$ cat src/rtl/fir_out_requant.sv
// Requantises the 32-bit FIR output: round, arithmetic shift, saturate to OUT_W bits, then buffer in a FIFO.
// Optional REQUANT_CONVERGENT_EN selects round-half-to-even instead of round-half-up.
module fir_out_requant #(
  parameter int IN_W       = 32,
  parameter int OUT_W      = 16,
  parameter int SHIFT      = 15,
  parameter int FIFO_DEPTH = 16,
  parameter int ADDR_W     = 4
) (
  input  logic             clk,
  input  logic             rst_n,
  input  logic             s_axis_tvalid,
  input  logic [IN_W-1:0]  s_axis_tdata,
  output logic             m_axis_tvalid,
  input  logic             m_axis_tready,
  output logic [OUT_W-1:0] m_axis_tdata,
  input  logic             clr_flags,
  output logic             ovf_flag,
  output logic [15:0]      sat_cnt,
  output logic [ADDR_W:0]  fill_level
);
  localparam int SUM_W = IN_W + 1;
  localparam int Q_W   = SUM_W - SHIFT;
  localparam logic [SUM_W-1:0]      HALF     = SUM_W'(1) << (SHIFT - 1);
  localparam logic [SUM_W-1:0]      HALF_M1  = HALF - SUM_W'(1);
  localparam logic signed [Q_W-1:0] Q_MAX    = Q_W'((1 << (OUT_W - 1)) - 1);
  localparam logic signed [Q_W-1:0] Q_MIN    = -Q_MAX - Q_W'(1);
  localparam logic [OUT_W-1:0]      O_MAX    = {1'b0, {(OUT_W-1){1'b1}}};
  localparam logic [OUT_W-1:0]      O_MIN    = {1'b1, {(OUT_W-1){1'b0}}};
  localparam logic [ADDR_W:0]       FULL_LVL = (ADDR_W+1)'(FIFO_DEPTH);
  localparam logic [ADDR_W:0]       ONE_LVL  = (ADDR_W+1)'(1);
  localparam logic [ADDR_W-1:0]     ONE_PTR  = ADDR_W'(1);

  logic                    s1_vld_q;
  logic [SUM_W-1:0]        s1_sum_q, s1_sum_d, round_add;
  logic                    s2_vld_q;
  logic [OUT_W-1:0]        s2_data_q, s2_data_d;
  logic signed [Q_W-1:0]   q;
  logic                    sat;

  logic [OUT_W-1:0]        mem [FIFO_DEPTH];
  logic [ADDR_W-1:0]       wr_ptr_q, wr_ptr_d, rd_ptr_q, rd_ptr_d;
  logic [ADDR_W:0]         fill_q, fill_d, avail;
  logic                    rd_fire, full, wr_en, drop;
  logic                    tvalid_q;
  logic [OUT_W-1:0]        tdata_q, tdata_d;
  logic                    ovf_q;
  logic [15:0]             sat_cnt_q;

  // Stage 1: sign-extend by one bit so the rounding add cannot wrap at positive full scale.
  always_comb begin
    round_add = HALF;
`ifdef REQUANT_CONVERGENT_EN
    // Exact tie with an even floor: add one less than half so the result stays on the even value.
    if (s_axis_tdata[SHIFT-1:0] == HALF[SHIFT-1:0] && !s_axis_tdata[SHIFT])
      round_add = HALF_M1;
`endif
    s1_sum_d = {s_axis_tdata[IN_W-1], s_axis_tdata} + round_add;
  end

  always_comb begin
    q         = $signed(s1_sum_q[SUM_W-1:SHIFT]);
    sat       = 1'b0;
    s2_data_d = q[OUT_W-1:0];
    if (q > Q_MAX) begin
      sat       = 1'b1;
      s2_data_d = O_MAX;
    end else if (q < Q_MIN) begin
      sat       = 1'b1;
      s2_data_d = O_MIN;
    end
  end

  // A sample written this edge becomes visible one edge later; reads retire immediately.
  always_comb begin
    rd_fire  = tvalid_q && m_axis_tready;
    full     = (fill_q == FULL_LVL);
    wr_en    = s2_vld_q && (!full || rd_fire);
    drop     = s2_vld_q && full && !rd_fire;
    wr_ptr_d = wr_en ? wr_ptr_q + ONE_PTR : wr_ptr_q;
    rd_ptr_d = rd_fire ? rd_ptr_q + ONE_PTR : rd_ptr_q;
    avail    = rd_fire ? fill_q - ONE_LVL : fill_q;
    fill_d   = fill_q;
    if (wr_en && !rd_fire) fill_d = fill_q + ONE_LVL;
    else if (!wr_en && rd_fire) fill_d = fill_q - ONE_LVL;
    tdata_d = tdata_q;
    if (avail != '0) tdata_d = mem[rd_ptr_d];
    else if (wr_en)  tdata_d = s2_data_q;
  end

  always_ff @(posedge clk or negedge rst_n) begin
    if (!rst_n) begin
      s1_vld_q  <= 1'b0;
      s1_sum_q  <= '0;
      s2_vld_q  <= 1'b0;
      s2_data_q <= '0;
      wr_ptr_q  <= '0;
      rd_ptr_q  <= '0;
      fill_q    <= '0;
      tvalid_q  <= 1'b0;
      tdata_q   <= '0;
      ovf_q     <= 1'b0;
      sat_cnt_q <= '0;
    end else begin
      s1_vld_q <= s_axis_tvalid;
      if (s_axis_tvalid) s1_sum_q <= s1_sum_d;
      s2_vld_q <= s1_vld_q;
      if (s1_vld_q) s2_data_q <= s2_data_d;
      wr_ptr_q <= wr_ptr_d;
      rd_ptr_q <= rd_ptr_d;
      fill_q   <= fill_d;
      tvalid_q <= (avail != '0);
      tdata_q  <= tdata_d;
      if (clr_flags) begin
        ovf_q     <= 1'b0;
        sat_cnt_q <= '0;
      end else begin
        if (drop) ovf_q <= 1'b1;
        if (s1_vld_q && sat && sat_cnt_q != '1) sat_cnt_q <= sat_cnt_q + 16'd1;
      end
    end
  end

  always_ff @(posedge clk) begin
    if (wr_en) mem[wr_ptr_q] <= s2_data_q;
  end

  assign m_axis_tvalid = tvalid_q;
  assign m_axis_tdata  = tdata_q;
  assign ovf_flag      = ovf_q;
  assign sat_cnt       = sat_cnt_q;
  assign fill_level    = fill_q;

endmodule

$ cat config.mk
export PLATFORM = sky130hd
export DESIGN_NAME = fir_out_requant
export DESIGN_NICKNAME = d
export VERILOG_FILES = /design/src/rtl/fir_out_requant.sv
export SDC_FILE = /design/constraint.sdc
export NUM_CORES = 1
export LEC_CHECK = 0
export CAP_MARGIN = 20
export CORE_MARGIN = 3
export CORE_UTILIZATION = 62
export CTS_CLUSTER_DIAMETER = 40
export CTS_CLUSTER_SIZE = 40
export DETAILED_ROUTE_END_ITERATION = 6
export GPL_ROUTABILITY_DRIVEN = 0
export PLACE_DENSITY = 0.93
export SLEW_MARGIN = 10
export SYNTH_ARGS = -nofsm -noshare
export SYNTH_HDL_FRONTEND = slang
export SYNTH_SLANG_ARGS = --single-unit
$ cat constraint.sdc
create_clock -name clk -period 5.9 [get_ports clk]
set_input_delay 1.18 -clock clk [delete_from_list [all_inputs] [get_ports clk]]
set_output_delay 1.18 -clock clk [all_outputs]
set_load 0.02 [all_outputs]
Yosys cells after proc, flatten, opt, wreduce, memory -nomap -nowiden
Memories as Yosys holds them, arrays and structs flattened.
Cells that the tools add are included.
Widths: inputs -> output; s select.

storage, ports and cells
  output and inout bits = 39
  register bits after elaboration = 98
  latch bits = 0
  bits of input ports = 37
  memories kept = 1
  logic and storage cells = 55
  bits in writable memories = 256
  bits in read-only memories = 0

memories
  name  words  width  rd ports  clocked after memory_dff  wr ports  line  source
  mem   16     16     1         0                         1         41    logic [OUT_W-1:0] mem [FIFO_DEPTH];

cells by class
  eq/ne operators = 2
  multiplexer cells = 16
  $add $sub $neg = 6
  bitwise gates (word level) = 0
  reductions and logical operators = 17
  multiply operators = 0
  divide/modulo/power cells = 0
  magnitude comparators = 2
  shift operators = 0

operator list
  kind                    number
  $mux 16                 6
  $add 32x16->33 const B  1
  $gt 18x16->1 const B    1
  $lt 18x16->1 const B    1
  $add 16x1->16 const B   1
  $ne 16x16->1 const B    1
  $mux 5                  3
  $add 4x1->4 const B     2
  $logic_and 1x1->1       8
  $reduce_bool 2->1       4
  $mux 1                  6
  $add 5x1->5 const B     1
  $eq 5x5->1 const B      1
  $reduce_bool 5->1       1
  $sub 5x1->5 const B     1
  $mux 4                  1
  $logic_not 1->1         3
  $logic_or 1x1->1        1

Depth between registers and ports, before layout
  depth after elaboration = 8
  gate-level depth with buffers = 10
  gate-level depth less buffers = 9

Least setup slack after synthesis
No wires, ideal clock.

  kind = in2reg
  start = in m_axis_tready
  end = mem mem[3][0], enable pin
  buffers on the path = 2
  path slack = 2.398 ns
  arrival time = 3.093 ns
  required time = 5.491 ns
  stages on the path = 7
  setup time = 0.409 ns
  cell sequence = buf_4 and2_4 buf_6 o41ai_4 inv_2 nand2_1 nor3_1

on the way
  cells in the longest elaborated chain, start to end = 5

ends and longest elaborated chain
  what                          line  source
  from (decl)                   15    input logic m_axis_tready,
  $logic_and 1x1->1             76    rd_fire = tvalid_q && m_axis_tready;
  $logic_or 1x1->1              78    wr_en = s2_vld_q && (!full || rd_fire);
  $logic_and 1x1->1             78
  named net wr_en               44    logic rd_fire, full, wr_en, drop;
  $mux 1                        125   if (wr_en) mem[wr_ptr_q] <= s2_data_q;
  $mux 1 (implied by the code)  125
  to (decl)                     41

The timed path passes the listed nets, and every way through them passes these cells.

Worst setup path in the final report
  start = in m_axis_tready
  end = reg tdata_q[12] (netlist: m_axis_tdata[12])

on the way
  cells in the longest elaborated chain, start to end = 4
  elaborated cells between the ends (all ways) = 9
  classes of those cells = 3 x mux; 5 x reduce/logical; 1 x memory

ends and longest elaborated chain
  what                                          line  source
  $logic_and 1x1->1 (*)                         76
  $mux 4 (tied with other cells)                81    rd_ptr_d = rd_fire ? rd_ptr_q + ONE_PTR : rd_ptr_q;
  $mem_v2 16x16 (tied with other cells)         n/a
  $mux 16 or $reduce_bool 2->1 (tied branches)  n/a
  to (signal assigned)                          113   tdata_q <= tdata_d;
  to (decl)                                     46    logic [OUT_W-1:0] tdata_q, tdata_d;

Mark *: on every way between the ends. The rest lies on a longest branch, timed or not.
A chain may end at the register's enable or synchronous reset.

==> results_dict.tcl <==
set metrics [dict create \
    die_w_um 167 \
    cts_sinks 339 \
    synth_ff_type "edfxtp_1" \
    synth-edff-count 256 \
    post_drt_wl_per_cell_um 25.5 \
    post_synth_fa_ha_maj_area_fraction 0.00861 \
    coreArea_um2 25300 \
    regArea_um2 9770 \
    syn_nets 1326 \
    finalPower_mw 9.16 \
    power_leakage_nw 6.85 \
    final_core_util 0.718 \
    violations "design-rule violations" \
    layout-drive-gt1-share 0.0914 \
    finalSetupViolCount 0 \
    p_per_area_nw_per_um2 505 \
    pre_cts_slack_ps 1190 \
    detail_route.vias_per_cell 6.87 \
    postSynthCellCount 1278 \
    netlist_area_um2 16000 \
    grt_start_max_net_pins 69 \
    path_clk_slew_ps 60 \
    max_slew.worst_pin.slew_ps 1150 \
    htree_levels 2 \
    grt_pass1_vias 11500 \
    period_needed_ps 4330 \
    synth_top_cell_by_area "edfxtp_1" \
    clock_path_buffers 3 \
    start_util 0.633 \
    critPathLaunchType "input port" \
    fin_ws_ps 1570 \
    wl_um 43000 \
    final_cell_mix "256 x edfxtp_1, 193 x mux2i_1, 158 x nand2_1" \
    slew_headroom 0.232 \
    die_area_um2 27700 \
    ir_drop_uv 355 \
    ys_warn_count 0 \
    syn_avg_cell_area_um2 12.5 \
    hold_viol 0 \
    synth_seq_area_share 0.611 \
    ant_nets 0 \
    whs_ps 528 \
    place_area_um2 16900 \
    finalCritPeriodShare 0.733 \
    synth_top_area_share 0.481 \
    cp_max_fo 15 \
    hpwlAfterDp_um 25400 \
    synth_xor_area_frac 0.0225 \
    synth-simple-area-share 0.111 \
    first_pass_iters 7 \
    ctsHoldBuffers 0 \
    outcome "finished with violations" \
    timing.setup.tns_ps 0 \
    arrival_ps 4780 \
    placed_cells 1622 \
    hp-class "flip-flop to flip-flop" \
    die_height_um 167 \
    antenna_cells 0 \
    ys_ff_latch 339 \
    cts_tree "done" \
    postLayoutCellArea_um2 18100 \
    drc 2 \
    yosysUniqueCellTypes 62 \
    grt_pass1_wl_um 65400 \
    cp.required_ps 6360 \
    criticalPathCategory "input port to flip-flop" \
    final-max-slew-violation-count 0 \
    stdcell_count 1687 \
    post-cts-setup-buffers 0 \
    post_cts_resized 0 \
    cap_violations 0 \
    synth_area_leaders "edfxtp_1 48%, dfrtp_1 13%, mux2i_1 12%" \
    cts_buffers 35 \
    synth_top_family_by_area "multiplexers" \
    area_growth_pct 13.5 \
    grt_usage 0.303 \
    synth-compound-area-share 0.0902 \
    multi_input_area_um2 5730 \
    io_pins 76 \
    overflow 0 \
    async_reset_ff_frac 0.245 \
    rows 58 \
    grt_setup_unrepaired "false" \
    via_count 11600 \
    port_buffers 61 \
    synth.area.mux_share 0.124 \
    final_common_cell "edfxtp_1" \
    grt_antenna_before_repair 0 \
    drt_iter0_drc 1615 \
    clk_latency_ps 520 \
    cp-end-kind "flip-flop" \
    final_nets 1379 \
    fill_cells 1458 \
    skew_ps 24.1 \
    cts_root_buf "clkbuf_16" \
    max_freq_mhz 231 \
]
[registers in the layout, indices dropped and copies added, names as in the netlist]
name / count
s1_sum_q: 18
m_axis_tvalid: 1
s2_data_q: 16
mem: 256
ovf_flag: 1
s1_vld_q: 1
wr_ptr_q: 4
sat_cnt: 16
m_axis_tdata: 16
s2_vld_q: 1
rd_ptr_q: 4
fill_level: 5
[cells by family (layout without fill, tap and decap cells)]
| logic type | count (synthesis) | after routing |
|---|---|---|
| multiplexers | 197 | 197 |
| AND/OR/NAND/NOR | 378 | 378 |
| buffers and inverters | 113 | 192 |
| XOR/XNOR | 41 | 41 |
| adder cells (fa/ha/maj) | 11 | 11 |
| flip-flops | 339 | 339 |
| AO/OA/AOI/OAI | 199 | 199 |
[synth_stat cells (all sizes together) (7+ instances only)]
cell and n:
edfxtp 256, mux2i 194, nand2 158, dfrtp 83, nor2 63, buf 50
a21oi 44, nand3 43, nand2b 41, o21ai 35, inv 32, clkbuf 31
xor2 25, a32oi 21, a221oi 20, nand4 20, o211ai 19, a31oi 18
nor3 16, xnor2 16, ha 11, a211o 8, a41oi 7, nor4 7
[final cells by class]
| type | count | share of cell area |
|---|---|---|
| Clock buffer | 43 | 0.0529 |
| Clock inverter | 20 | 0.0130 |
| Inverter | 32 | 0.00676 |
| Multi-Input combinational cell | 826 | 0.316 |
| Sequential cell | 339 | 0.539 |
| Tap cell | 330 | 0.0228 |
| Timing Repair Buffer | 97 | 0.0500 |
[metal layers]
metal	track usage	up-vias	routed length, µm
li1	-	4875	-
met1	0.380	5589	14900
met2	0.495	924	20400
met4	0.144	0	2110
met3	0.0783	208	5550
met5	0	-	0
[critical path: stages]
cell             delay, ps
clkdlybuf4s50_1        770
nand3_1                720
mux2i_2                970
buf_4                  330
a32oi_1                100
a31oi_1                490
a221o_1                210
[path summary, 6_finish.rpt]
kind / slack [ps] / cells after the start / from / endpoint
setup / recovery: 1570 / 7 / m_axis_tready / m_axis_tdata[12]
hold / removal: 530 / 1 / s1_sum_q[25] / s1_sum_q[25]
setup reg to reg: 1930 / 7 / rd_ptr_q[0] / m_axis_tdata[12]
hold reg to reg: 530 / 1 / s1_sum_q[25] / s1_sum_q[25]
max in group asynchronous: 4180 / 2 / rst_n / s2_data_q[5]
min in group asynchronous: 550 / 1 / rst_n / m_axis_tdata[3]
[power breakdown]
group	switching, mW	leakage (nW)	internal [mW]
sequential	0.356	3.33	2.97
combinational	2.15	2.94	1.40
clock	0.958	0.576	1.32
Power figures use the tool's default switching activity.
